<file path="src/rtl/bit_serial_pkg.sv">
// Shared definitions for the bit-serial add/subtract sequencer:
// FSM state encoding and the default operand width.
package bit_serial_pkg;

    localparam int unsigned DEFAULT_WIDTH = 8;

    typedef enum logic [1:0] {
        ST_IDLE  = 2'd0,
        ST_SHIFT = 2'd1,
        ST_DONE  = 2'd2
    } state_e;

endpackage

</file>
<file path="src/rtl/FA_1_bit.sv">
// Single-bit full-adder slice; purely combinational.
module FA_1_bit (
    input  logic a,
    input  logic b,
    input  logic c_in,
    output logic sum,
    output logic c_out
);

    assign sum   = a ^ b ^ c_in;
    assign c_out = (a & b) | (c_in & (a ^ b));

endmodule

</file>
<file path="src/rtl/bit_serial_add_seq.sv">
// Bit-serial WIDTH-bit add/subtract driving one FA_1_bit slice LSB first.
// Define ZERO_FLAG_EN to add a registered, serially computed zero flag output.
module bit_serial_add_seq
    import bit_serial_pkg::*;
#(
    parameter int unsigned WIDTH = DEFAULT_WIDTH
) (
    input  logic             clk,
    input  logic             rst,
    input  logic             start,
    input  logic             sub,
    input  logic [WIDTH-1:0] a_in,
    input  logic [WIDTH-1:0] b_in,
    output logic             ready,
    output logic             busy,
    output logic             done,
    output logic [WIDTH-1:0] result,
    output logic             c_out,
`ifdef ZERO_FLAG_EN
    output logic             zero,
`endif
    output logic             overflow
);

    localparam int unsigned CNT_W = $clog2(WIDTH) + 1;

    state_e             state_q, state_d;
    logic [WIDTH-1:0]   a_q, a_d;
    logic [WIDTH-1:0]   b_q, b_d;
    logic [WIDTH-1:0]   result_q, result_d;
    logic [CNT_W-1:0]   cnt_q, cnt_d;
    logic               carry_q, carry_d;
    logic               c_out_q, c_out_d;
    logic               ovf_q, ovf_d;

    logic               fa_sum, fa_cout;
    logic               accept, last;

    FA_1_bit u_fa (
        .a     (a_q[0]),
        .b     (b_q[0]),
        .c_in  (carry_q),
        .sum   (fa_sum),
        .c_out (fa_cout)
    );

    assign ready  = (state_q == ST_IDLE) || (state_q == ST_DONE);
    assign busy   = (state_q == ST_SHIFT);
    assign done   = (state_q == ST_DONE);
    assign accept = ready && start;
    assign last   = busy && (cnt_q == CNT_W'(WIDTH - 1));

    always_comb begin
        state_d  = state_q;
        a_d      = a_q;
        b_d      = b_q;
        result_d = result_q;
        cnt_d    = cnt_q;
        carry_d  = carry_q;
        c_out_d  = c_out_q;
        ovf_d    = ovf_q;
        unique case (state_q)
            ST_IDLE, ST_DONE: begin
                if (accept) begin
                    // Subtraction is A + ~B + 1; the +1 enters as the initial carry.
                    a_d     = a_in;
                    b_d     = sub ? ~b_in : b_in;
                    carry_d = sub;
                    cnt_d   = '0;
                    state_d = ST_SHIFT;
                end else if (state_q == ST_DONE) begin
                    state_d = ST_IDLE;
                end
            end
            ST_SHIFT: begin
                a_d      = a_q >> 1;
                b_d      = b_q >> 1;
                result_d = {fa_sum, result_q[WIDTH-1:1]};
                carry_d  = fa_cout;
                cnt_d    = cnt_q + CNT_W'(1);
                if (last) begin
                    // carry_q here is the carry into the MSB.
                    c_out_d = fa_cout;
                    ovf_d   = fa_cout ^ carry_q;
                    state_d = ST_DONE;
                end
            end
            default: state_d = ST_IDLE;
        endcase
    end

    always_ff @(posedge clk or posedge rst) begin
        if (rst) begin
            state_q  <= ST_IDLE;
            a_q      <= '0;
            b_q      <= '0;
            result_q <= '0;
            cnt_q    <= '0;
            carry_q  <= 1'b0;
            c_out_q  <= 1'b0;
            ovf_q    <= 1'b0;
        end else begin
            state_q  <= state_d;
            a_q      <= a_d;
            b_q      <= b_d;
            result_q <= result_d;
            cnt_q    <= cnt_d;
            carry_q  <= carry_d;
            c_out_q  <= c_out_d;
            ovf_q    <= ovf_d;
        end
    end

    assign result   = result_q;
    assign c_out    = c_out_q;
    assign overflow = ovf_q;

`ifdef ZERO_FLAG_EN
    logic any_q, any_d;
    logic zero_q, zero_d;

    always_comb begin
        any_d  = any_q;
        zero_d = zero_q;
        if (accept) begin
            any_d = 1'b0;
        end else if (busy) begin
            any_d = any_q | fa_sum;
            if (last) begin
                zero_d = ~(any_q | fa_sum);
            end
        end
    end

    always_ff @(posedge clk or posedge rst) begin
        if (rst) begin
            any_q  <= 1'b0;
            zero_q <= 1'b0;
        end else begin
            any_q  <= any_d;
            zero_q <= zero_d;
        end
    end

    assign zero = zero_q;
`endif

endmodule

</file>
<file path="config.mk">
export PLATFORM = sky130hd
export DESIGN_NAME = bit_serial_add_seq
export DESIGN_NICKNAME = d
export VERILOG_FILES = /design/src/rtl/bit_serial_pkg.sv /design/src/rtl/FA_1_bit.sv /design/src/rtl/bit_serial_add_seq.sv
export SDC_FILE = /design/constraint.sdc
export NUM_CORES = 1
export LEC_CHECK = 0
export CAP_MARGIN = 0
export CORE_MARGIN = 4
export CORE_UTILIZATION = 53
export DETAILED_ROUTE_END_ITERATION = 10
export HOLD_SLACK_MARGIN = 0.03
export PLACE_DENSITY_LB_ADDON = 0.1
export RECOVER_POWER = 25
export SETUP_SLACK_MARGIN = 0.02
export SLEW_MARGIN = 30
export SYNTH_ARGS = -nofsm -noshare
export SYNTH_HDL_FRONTEND = slang
export SYNTH_SLANG_ARGS = --single-unit
</file>
<file path="constraint.sdc">
create_clock -name clk -period 4.5 [get_ports clk]
set_input_delay 0.9 -clock clk [delete_from_list [all_inputs] [get_ports clk]]
set_output_delay 0.9 -clock clk [all_outputs]
set_load 0.005 [all_outputs]
</file>
==> flow_metrics.tcl <==
set metrics [dict create \
    grt_max_degree 32 \
    drt_iter0_markers 45 \
    synth_seq_cells 33 \
    period_share 0.609 \
    path_buf_inv 1 \
    fmax_mhz 365 \
    start_util 0.550 \
    seq_area_frac_synth 0.549 \
    gr-usage-met1 0.216 \
    placed_area_um2 1810 \
    cts.sinks 33 \
    yosys.area_share.simple 0.0790 \
    hold_ws_ns 0.484 \
    arrival_ns 1.84 \
    worstPathCellList "and2b_4 -> clkdlybuf4s50_1" \
    hold_viol 0 \
    postSynthAreaPerCell_um2 13.3 \
    fin_crit_ns 2.74 \
    antenna_left 0 \
    std_cell_rows 19 \
    synthXorXnorAreaFrac 0.0582 \
    vias 1013 \
    grt_pass1_wl_mm 4.71 \
    worstSetupStartpointType "flip-flop" \
    setup_violations 0 \
    multiInputGateArea_um2 597 \
    status "finished, final reports clean" \
    area_growth_pct 25.1 \
    holdBufCountCts 0 \
    worstHoldPathCells 1 \
    synth_edf_count 0 \
    clockBufferDepth 2 \
    synth.most_common_cell "dfrtp_1" \
    critPathRequiredTime_ns 3.60 \
    worst_pin_slew_ns 1.10 \
    ys_async_sr_fraction 1.00 \
    synth_top_family_by_area "compound AO/OA/AOI/OAI gates" \
    grt_busiest_layer "met2" \
    yosysTopAreaCellShare 0.549 \
    leakagePower_nw 0.879 \
    antenna_found_initial 0 \
    cp.depth 2 \
    grt_util_met3 0.0461 \
    nets 168 \
    drc 0 \
    finalMaxSlewViolations 0 \
    hpwl_mm 2.00 \
    cts_root_buffer "clkbuf_4" \
    p_per_area_nw_per_um2 680 \
    synth_compound_area_frac 0.160 \
    viasPerCell 5.69 \
    slew_headroom 0.263 \
    regArea_um2 826 \
    tns_ns 0 \
    synth_mux_area_frac 0.0882 \
    clk_transition_reported_paths_ns 0.10 \
    grt_setup_unrepaired "no" \
    critPathTopFamily "buffers and inverters" \
    die_h_um 61.3 \
    worstPathMaxFanout 31 \
    p_total_w 0.00128 \
    overflow 0 \
    synth_top_area_cell "dfrtp_1" \
    grt_pass1_vias 1062 \
    final_area_um2 1880 \
    synth_ff_type "dfrtp_1" \
    irDropWorstVdd_mv 0.548 \
    syn_nets 135 \
    slowest_delay_ns 0.58 \
    synth_fa_ha_area_frac 0.0216 \
    crit_slowest_cell "clkdlybuf4s50_1" \
    rr_worst_depth 4 \
    core-area_um2 2730 \
    drtPass1Iterations 4 \
    cts_tree "yes" \
    skew_ns 0.0128 \
    synthTopCellsByCount "33 x dfrtp_1, 12 x a22o_1, 10 x mux2_1" \
    end_kind "output port" \
    wl_per_cell_um 15.8 \
    synth_warnings 0 \
    fill_cells 205 \
    synthTopCellsByArea "dfrtp_1 55%, mux2_1 7.5%, a22o_1 7.0%" \
    cap_violations 0 \
    grt_usage 0.176 \
    post_cts_buffers 0 \
    gp_congestion 0.687 \
    portBuffers 32 \
    synth_cell_types 24 \
    cts_resized 0 \
    pin_count 33 \
    dieArea_um2 3750 \
    grt_use_met2 0.275 \
    synth_area_um2 1500 \
    diodes 0 \
    path_class "flip-flop to output port" \
    die_x_um 61.3 \
    worstSkewPairLatency_ns 0.33 \
    wl_mm 2.82 \
    hp-class "flip-flop to flip-flop" \
    syn_inst 113 \
    cts_inserted_buffers 5 \
    drive_above_1_share 0.0816 \
    h-tree-depth 2 \
]
[path summary, 6_finish.rpt]
| kind | slack (ns) | start | to |
|---|---|---|---|
| max in group asynchronous | 2.54 | rst | a_q[4] |
| hold reg to reg | 0.48 | a_q[6] | a_q[6] |
| setup reg to reg | 2.87 | cnt_q[0] | c_out |
| hold / removal | 0.48 | a_q[6] | a_q[6] |
| min in group asynchronous | 1.28 | rst | result[7] |
| setup / recovery | 1.76 | state_q[1] | busy |
[cells in the final DEF, fill, tap and decap left out, types with 2 or more instances in the layout]
master,instances
mux2i_1,2
clkbuf_4,5
a221o_1,7
mux2_1,10
and2b_4,2
nand2_1,3
nor2_1,8
xor2_1,2
clkdlybuf4s50_1,31
dfrtp_1,33
xnor2_1,8
nor2b_1,2
a22o_1,12
a21o_1,8
[routing by layer]
layer	wire [µm]	part of all wire	vias up
met5	0	0	-
met4	68	0.024	0
met3	147	0.052	8
met2	1390	0.49	29
met1	1210	0.43	500
li1	-	-	476
[where the power goes]
part | internal (W) | switching, W | total, W | leakage [nW]
registers | 0.000433 | 0.0000933 | 0.000527 | 0.412
clock network | 0.000133 | 0.0000971 | 0.000230 | 0.0455
logic | 0.000306 | 0.000217 | 0.000523 | 0.422
total | 0.000872 | 0.000408 | 0.00128 | 0.879
[layout make-up]
cell class	count	share of cell area
flip-flops and latches	33	0.439
multi-input cells	71	0.317
repair buffers	33	0.174
clock buffers	7	0.0293
well taps	31	0.0206
clock inverters	1	0.0160
inverters	2	0.00399
[through the flow]
step / std cells / utilization / setup slack, ns
5_1_grt: 178 / 0.688 / 1.67
4_1_cts: 178 / 0.694 / 1.71
3_5_place_dp: 170 / 0.663 / 2.08
6_report: 178 / 0.688 / 1.76
3_3_place_gp: 170 / 0.663 / 2.10
2_1_floorplan: 113 / - / 2.79
[logic make-up after synthesis]
group | count (synthesis)
AND/OR/NAND/NOR | 19
AO/OA/AOI/OAI | 28
XOR/XNOR | 10
adder cells (fa/ha/maj) | 2
multiplexers | 12
flip-flops | 33
buffers and inverters | 9
[registers in the layout (all words and copies together), names as in the netlist]
name,cells
c_out,1
b_q,8
carry_q,1
state_q,2
a_q,8
cnt_q,4
result,8
overflow,1
Note: power is estimated with default switching activity, not from simulation.
